==> src/rtl/watch_pkg.sv <==
// Shared constants and helpers for the watch/chronometer front end and mode FSM.
// Optional auto-repeat in the button path is enabled with the BTN_REPEAT_EN macro.
package watch_pkg;

    typedef enum int {
        BTN_MODE   = 0,
        BTN_START  = 1,
        BTN_ADJUST = 2
    } btn_idx_e;

    function automatic int ms_to_cycles(input int clk_hz, input int ms);
        return clk_hz / 1000 * ms;
    endfunction

    // Bits needed to hold 0..n-1, never less than one.
    function automatic int cnt_width(input int n);
        return (n > 1) ? $clog2(n) : 1;
    endfunction

endpackage

==> src/rtl/debounce_cell.sv <==
// One button: 2-FF synchronizer, stability counter, registered level and edge pulses.
// With BTN_REPEAT_EN defined, a hold counter adds auto-repeat press pulses.
module debounce_cell
    import watch_pkg::*;
#(
    parameter int DB_CYCLES    = 4
`ifdef BTN_REPEAT_EN
    ,
    parameter bit REPEAT_EN    = 1'b0,
    parameter int REPEAT_DELAY = 10,
    parameter int REPEAT_RATE  = 3
`endif
) (
    input  logic clk,
    input  logic rst,
    input  logic pin_i,
    output logic level_o,
    output logic press_o,
    output logic release_o
);

    localparam int                 CNT_W    = cnt_width(DB_CYCLES);
    localparam logic [CNT_W-1:0]   CNT_LAST = CNT_W'(DB_CYCLES - 1);

    logic [1:0]       sync_q;
    logic             stable_q, stable_d;
    logic [CNT_W-1:0] cnt_q, cnt_d;
    logic             level_q, press_q, release_q;
    logic             repeat_fire;

    // Any cycle where the synchronized value matches stable restarts the window.
    always_comb begin
        stable_d = stable_q;
        cnt_d    = '0;
        if (sync_q[1] != stable_q) begin
            if (cnt_q == CNT_LAST) begin
                stable_d = ~stable_q;
            end else begin
                cnt_d = cnt_q + 1'b1;
            end
        end
    end

`ifdef BTN_REPEAT_EN
    localparam int               RPT_W     = cnt_width((REPEAT_DELAY > REPEAT_RATE) ?
                                                       REPEAT_DELAY : REPEAT_RATE);
    localparam logic [RPT_W-1:0] RPT_FIRST = RPT_W'(REPEAT_DELAY - 1);
    localparam logic [RPT_W-1:0] RPT_NEXT  = RPT_W'(REPEAT_RATE - 1);

    logic [RPT_W-1:0] rpt_q, rpt_d;
    logic             held;

    // Held means already reported and still debounced pressed; releasing drops it at once.
    assign held = stable_q & level_q;

    always_comb begin
        rpt_d       = RPT_FIRST;
        repeat_fire = 1'b0;
        if (held) begin
            if (rpt_q == '0) begin
                repeat_fire = REPEAT_EN;
                rpt_d       = RPT_NEXT;
            end else begin
                rpt_d = rpt_q - 1'b1;
            end
        end
    end

    always_ff @(posedge clk or posedge rst) begin
        if (rst) begin
            rpt_q <= RPT_FIRST;
        end else begin
            rpt_q <= rpt_d;
        end
    end
`else
    assign repeat_fire = 1'b0;
`endif

    always_ff @(posedge clk or posedge rst) begin
        if (rst) begin
            sync_q    <= '0;
            stable_q  <= 1'b0;
            cnt_q     <= '0;
            level_q   <= 1'b0;
            press_q   <= 1'b0;
            release_q <= 1'b0;
        end else begin
            sync_q    <= {sync_q[0], pin_i};
            stable_q  <= stable_d;
            cnt_q     <= cnt_d;
            level_q   <= stable_q;
            press_q   <= (stable_q & ~level_q) | repeat_fire;
            release_q <= ~stable_q & level_q;
        end
    end

    assign level_o   = level_q;
    assign press_o   = press_q;
    assign release_o = release_q;

endmodule

==> src/rtl/button_conditioner.sv <==
// Push-button front end: polarity normalization plus one debounce_cell per button.
// Define BTN_REPEAT_EN to build auto-repeat for the buttons in REPEAT_MASK.
module button_conditioner
    import watch_pkg::*;
#(
    parameter int               CLK_HZ          = 27_000_000,
    parameter int               DEBOUNCE_MS     = 20,
    parameter int               N_BTN           = 3,
    parameter bit               BTN_ACTIVE_LOW  = 1'b1,
    parameter int               REPEAT_DELAY_MS = 500,
    parameter int               REPEAT_RATE_MS  = 100,
    parameter logic [N_BTN-1:0] REPEAT_MASK     = N_BTN'(1 << int'(BTN_ADJUST))
) (
    input  logic             clk,
    input  logic             rst,
    input  logic [N_BTN-1:0] btn_raw,
    output logic [N_BTN-1:0] btn_level,
    output logic [N_BTN-1:0] btn_press,
    output logic [N_BTN-1:0] btn_release
);

    localparam int DB_CYCLES = ms_to_cycles(CLK_HZ, DEBOUNCE_MS);

    logic [N_BTN-1:0] pin_norm;

    assign pin_norm = btn_raw ^ {N_BTN{BTN_ACTIVE_LOW}};

    generate
        for (genvar gi = 0; gi < N_BTN; gi++) begin : g_btn
`ifdef BTN_REPEAT_EN
            debounce_cell #(
                .DB_CYCLES    (DB_CYCLES),
                .REPEAT_EN    (REPEAT_MASK[gi]),
                .REPEAT_DELAY (ms_to_cycles(CLK_HZ, REPEAT_DELAY_MS)),
                .REPEAT_RATE  (ms_to_cycles(CLK_HZ, REPEAT_RATE_MS))
            ) u_cell (
                .clk       (clk),
                .rst       (rst),
                .pin_i     (pin_norm[gi]),
                .level_o   (btn_level[gi]),
                .press_o   (btn_press[gi]),
                .release_o (btn_release[gi])
            );
`else
            debounce_cell #(
                .DB_CYCLES (DB_CYCLES)
            ) u_cell (
                .clk       (clk),
                .rst       (rst),
                .pin_i     (pin_norm[gi]),
                .level_o   (btn_level[gi]),
                .press_o   (btn_press[gi]),
                .release_o (btn_release[gi])
            );
`endif
        end
    endgenerate

`ifndef BTN_REPEAT_EN
    logic [N_BTN-1:0] unused_repeat_cfg;
    assign unused_repeat_cfg = REPEAT_MASK ^ N_BTN'(REPEAT_DELAY_MS ^ REPEAT_RATE_MS);
`endif

endmodule

==> config.mk <==
export PLATFORM = sky130hd
export DESIGN_NAME = button_conditioner
export DESIGN_NICKNAME = d
export VERILOG_FILES = /design/src/rtl/watch_pkg.sv /design/src/rtl/debounce_cell.sv /design/src/rtl/button_conditioner.sv
export SDC_FILE = /design/constraint.sdc
export NUM_CORES = 1
export LEC_CHECK = 0
export BUFFER_PORTS_ARGS = -buffer_cell sky130_fd_sc_hd__buf_2
export CORE_UTILIZATION = 45
export CTS_CLUSTER_DIAMETER = 120
export CTS_CLUSTER_SIZE = 16
export DETAILED_ROUTE_END_ITERATION = 8
export GPL_TIMING_DRIVEN = 0
export PLACE_DENSITY = 0.72
export RECOVER_POWER = 50
export SLEW_MARGIN = 0
export SYNTH_ARGS = -nofsm -noshare
export SYNTH_HDL_FRONTEND = slang
export SYNTH_SLANG_ARGS = --single-unit
export TNS_END_PERCENT = 100
==> constraint.sdc <==
create_clock -name clk -period 2.85 [get_ports clk]
set_input_delay 0 -clock clk [delete_from_list [all_inputs] [get_ports clk]]
set_output_delay 0 -clock clk [all_outputs]
set_load 0.03 [all_outputs]
# After elaboration in Yosys (flattened, before gate mapping)
# Index checks and enable logic that the tools add are counted.
[word_totals]
ff_bits = 78
latchBits = 0
ramBits = 0
rom_bits = 0
output_inout_bits = 9
mem_count = 0
[op_classes]
n_addsub = 3
mul = 0
div_mod_pow = 0
magnitude_cmp = 0
n_eq_ne = 6
shifts = 0
mux = 6
bitwise_logic = 13
reduce_logical = 3
[op_table]
columns = ["op", "n"]
rows = [
  ["two-way mux 20 bit", 6],
  ["adder 20 x 1 -> 20 bit (second input constant)", 3],
  ["equality test 20 bit (second input constant)", 3],
  ["bitwise AND 1 bit", 6],
  ["inverter 1 bit", 6],
  ["AND reduction 2 bit", 3],
  ["inequality test 1 bit", 3],
  ["inverter 3 bit", 1],
]

# Depth between registers and ports, before layout
[logic_depth]
word_depth = 3
depth_mapped = 6
mapped_depth_nobuf = 5

# Modules after synthesis
# A second synthesis with hierarchy kept.
[unflattened]
cells_unflattened = 357
hier_area_um2 = 3626.0
[modules_own_cells]
columns = ["mod", "n_inst", "cells_each", "area_per_inst_um2"]
rows = [
  ["debounce_cell", 3, 118, 1204.9],
  ["button_conditioner", 1, 3, 11.3],
]

# Worst setup path after synthesis
# Ideal clock, no wire load.
[synth_path]
path_type = "reg-to-reg"
from = "register g_btn[0].u_cell.cnt_q[0]"
to = "register g_btn[0].u_cell.cnt_q[10]"
setup_ns = 0.121
arrival_ns = 1.784
t_required_ns = 2.729
slack_ns = 0.945
stages_incl_launch_ff = 7
period_less_slack_ns = 1.905
cell_sequence = "dfrtp_1 ha_1 nand4_1 nand4b_1 o21bai_1 buf_2 nor2_1"
[synth_via]
elab_chain_len = 3
word_cells_on_any_way = 4
classes_between = "add/sub (1); eq/ne (1); mux (2)"
[synth_rtl]
columns = ["item", "line_no", "rtl"]
rows = [
  ["from (decl)", "debounce_cell.sv:27", "logic [CNT_W-1:0] cnt_q, cnt_d;"],
  ["from (signal assigned)", "debounce_cell.sv:91", "cnt_q <= cnt_d;"],
  ["adder 20 x 1 -> 20 bit / equality test 20 bit (equally long branches)", "debounce_cell.sv:39, debounce_cell.sv:36", ""],
  ["two-way mux 20 bit *", "debounce_cell.sv:36", "if (cnt_q == CNT_LAST) begin"],
  ["two-way mux 20 bit *", "debounce_cell.sv:35", "if (sync_q[1] != stable_q) begin"],
  ["net g_btn[0].u_cell.cnt_d[10]", "debounce_cell.sv:27", ""],
]
# Mark *: on every way through the listed nets, which the timed path passes. The rest lies on a longest branch.
# A chain may end at the register's enable or synchronous reset.

# Worst setup path after layout
# Same ends and word-level chain as after synthesis.

==> run metrics <==
relative slew slack between 10% and 20%; Setup Skew roughly 0.013 ns; Post-Synthesis Cells 360; setup total negative slack 0 ns; type of the worst min-delay path in2reg; post-route worst hold slack roughly 0.33 ns; status complete, no violations; critical path fanouts, max 10; residual DRC count 0; share of layout cells above drive strength 1 between 10% and 20%; TritonCTS clock tree yes; Post-Synthesis Cell Area around 0.0037 sq mm; synthesized-area fraction occupied by xor and xnor cells under 10%; Post-synth EDFFs 0; GRT Util Overall 17.7%; async set-or-reset flop fraction in the synthesized netlist 100%; share of cell area taken by muxes after synthesis 1.74%; number of antenna-violating nets in the routed design 0; port bufs 13; launching point of the worst reg2reg path g_btn[0].u_cell.cnt_q[0]$_DFF_PP0_; worst hold endpoint g_btn[0].u_cell.sync_q[0]$_DFF_PP0_; clk buf depth 2; share of synthesized cell area in full adder, half adder and majority cells under 10%; Arr. time, crit path roughly 2.7 ns; top-area cell type share of the netlist area 53.1%; Non-Filler Instances about 500; Die Ht 92.4 um; total clock buffers created by CTS 9; Max H-tree Level 3; final worst setup slack ~0.42 ns; Synth Area in Compound Gates roughly 4.9%; area used by multi-input combinational logic around 0.0016 sq mm; number of buffers inserted for hold repair after clock tree synthesis 4; cell at the root of the clock tree sky130_fd_sc_hd__clkbuf_8; DR vias/cell between 5 and 6; total of max-cap violations 0; sort of element at the start of the critical path flip-flop; fin area slightly above 0.004 sq mm; total leakage power between 0.0015 and 0.002 uW; max-slew violation count 0; r2r worst-path depth 6; crit path time final 2.43 ns; latest clock arrival within the worst-skew pair 0.35 ns; total of flip-flops plus latches after synthesis about 80; Worst Min Path Start btn_raw[0]; Vias around 2700; width of the die roughly 92 um; combinational family with the most area after synthesis simple AND/OR/NAND/NOR gates; core outline area slightly below 0.008 sq mm; top flip-flop cell by instance count after synthesis sky130_fd_sc_hd__dfrtp_1; Worst Tran Pin Value ~1.3 ns; top cells by instance count after synthesis sky130_fd_sc_hd__dfrtp_1 (78), sky130_fd_sc_hd__nor2_1 (52), sky130_fd_sc_hd__xnor2_1 (30); Seq/Total Area, Yosys 53.1%; first-pass GRT wire length about 12 mm; cell types occupying the most area after synthesis sky130_fd_sc_hd__dfrtp_1 (53%), sky130_fd_sc_hd__xnor2_1 (7.2%), sky130_fd_sc_hd__nor2_1 (5.3%), sky130_fd_sc_hd__nand4_1 (2.9%), sky130_fd_sc_hd__xor2_1 (2.6%); number of endpoints with negative hold slack in the final report 0; Avg Cell Area, Syn 10.2 sq um; number of synthesis warnings 0; Total Die Area 0.00853 sq mm; ANT cells 0; clock transition at the register clock pins on the worst setup and hold paths after CTS around 0.08 ns; post-route clock period utilization 85.2%; Placement Setup Slack ~0.4 ns; power density over the cells approximately 480 mW/mm^2; antenna violations before repair 0; routed len/inst approximately 14 um; Unique masters post-synth 39; terminus of the critical flop-to-flop path g_btn[0].u_cell.cnt_q[10]$_DFF_PP0_; GRT Residual Overflow 0; Synthesized Nets between 300 and 400; nature of the critical path endpoint flip-flop; fin nets roughly 400; I/O pin total 14; total wire length after detailed routing roughly 6.7 mm; Placement Rows 32; post-CTS setup buffers 0; peak supply drop 415 uV; number of DRC violations after detailed-routing iteration 0 around 130; cell area after placement around 0.0039 sq mm; drt pass-1 iters 4; area grow syn2layout 11.3%; post-synthesis simple-gate area fraction 25.6%; Worst R2R Setup Slack 0.42 ns; gpl congestion about 0.82; vias in the first global route between 2000 and 3000; data required time at the worst endpoint between 3 and 4 ns; TritonCTS Sinks just under 80; most frequent cell after synthesis sky130_fd_sc_hd__dfrtp_1; cell taking the most area after synthesis sky130_fd_sc_hd__dfrtp_1; DPL Wire Length around 4.6 mm; count of filler cells inserted in the layout 687; quantity of gates resized following cts 0; area occupied by registers roughly 0.002 sq mm; number of endpoints failing setup at the final stage 0; fmax 0.412 GHz; largest net degree at the start of global routing between 50 and 60; Initial Util 47.1%; critical setup path kind reg2reg; hold path depth 3; setup repair after global routing missed its margin false; Post-Place Cells 476
==> critical path, cell delays in order, from the launching register on <==
cell and delay, ns:
sky130_fd_sc_hd__dfrtp_1 0.40, sky130_fd_sc_hd__ha_1 0.25, sky130_fd_sc_hd__nand4_1 0.35, sky130_fd_sc_hd__nand4b_1 0.36
sky130_fd_sc_hd__o21bai_1 0.54, sky130_fd_sc_hd__buf_2 0.34, sky130_fd_sc_hd__nor2_1 0.07
==> layout make-up <==
| type | count | share of cell area (%) |
|---|---|---|
| multi-input combinational | 255 | 38.7 |
| tap | 102 | 3.12 |
| inverter | 13 | 1.22 |
| sequential | 78 | 47.7 |
| buffer | 14 | 2.20 |
| timing repair buffer | 18 | 2.69 |
| clock inverter | 5 | 0.857 |
| clock buffer | 11 | 3.46 |
==> power by group <==
group          switching (uW)  internal (uW)
Clock                     405            338
Combinational            47.1           20.0
Sequential               14.9           1120
==> kinds of logic (layout without fill, tap and decap cells) <==
family | Yosys count | after routing
fa+ha+maj | 3 | 3
compound gates | 32 | 32
flops | 78 | 78
simple gates | 173 | 173
mux | 6 | 6
buf+inv | 27 | 61
xor+xnor | 41 | 41
==> worst max path at each step <==
stage                                        from                                  end  slack, ns  cells past startpoint
2_1_floorplan                                 rst   g_btn[0].u_cell.cnt_q[0]$_DFF_PP0_       0.85                      1
5_1_grt        g_btn[0].u_cell.cnt_q[0]$_DFF_PP0_   g_btn[0].u_cell.cnt_q[9]$_DFF_PP0_       0.20                      6
3_5_place_dp   g_btn[0].u_cell.cnt_q[0]$_DFF_PP0_  g_btn[0].u_cell.cnt_q[12]$_DFF_PP0_       0.41                      6
3_3_place_gp                                  rst  g_btn[0].u_cell.cnt_q[11]$_DFF_PP0_      -0.02                      2
4_1_cts        g_btn[0].u_cell.cnt_q[0]$_DFF_PP0_   g_btn[0].u_cell.cnt_q[9]$_DFF_PP0_       0.42                      6
6_report       g_btn[0].u_cell.cnt_q[0]$_DFF_PP0_  g_btn[0].u_cell.cnt_q[10]$_DFF_PP0_       0.42                      6
==> registers in the layout, indices dropped and copies added (netlist names) <==
name                    flops
g_btn.u_cell.cnt_q         60
g_btn.u_cell.level_o        3
g_btn.u_cell.press_o        3
g_btn.u_cell.release_o      3
g_btn.u_cell.stable_q       3
g_btn.u_cell.sync_q         6
==> placed cells by master (no fill, tap or decap), drive strengths merged, types with 4 or more instances in the layout <==
cell         instances
xnor2               30
nor3                10
nand2               19
nor4b                4
dfrtp               78
or4                  7
buf                 25
nand4               18
nand3               20
clkbuf              14
and4                 4
clkinvlp             5
or3                 10
nor4                13
inv                 12
a21oi               14
dlygate4sd3          4
nor2                52
nor2b                7
o31ai                5
o21ai               11
xor2                11
==> per-layer routing <==
layer,share of wire [%],GRT usage [%],vias up,routed length [um]
li1,-,-,1317,-
met1,48,23.1,1292,3250
met2,46,28.6,57,3090
met3,4.0,5.42,10,268
met4,1.4,4.82,0,94
met5,0,0,-,0
==> stage by stage <==
step | utilization, % | total power [uW]
detailed placement | 49.9 | 1230
CTS | 52.7 | 1970
finish | 52.4 | 1950
global route | 52.4 | 2020
global placement | 49.5 | 1220
floorplan | - | 1200
Power figures use the tool's default switching activity.
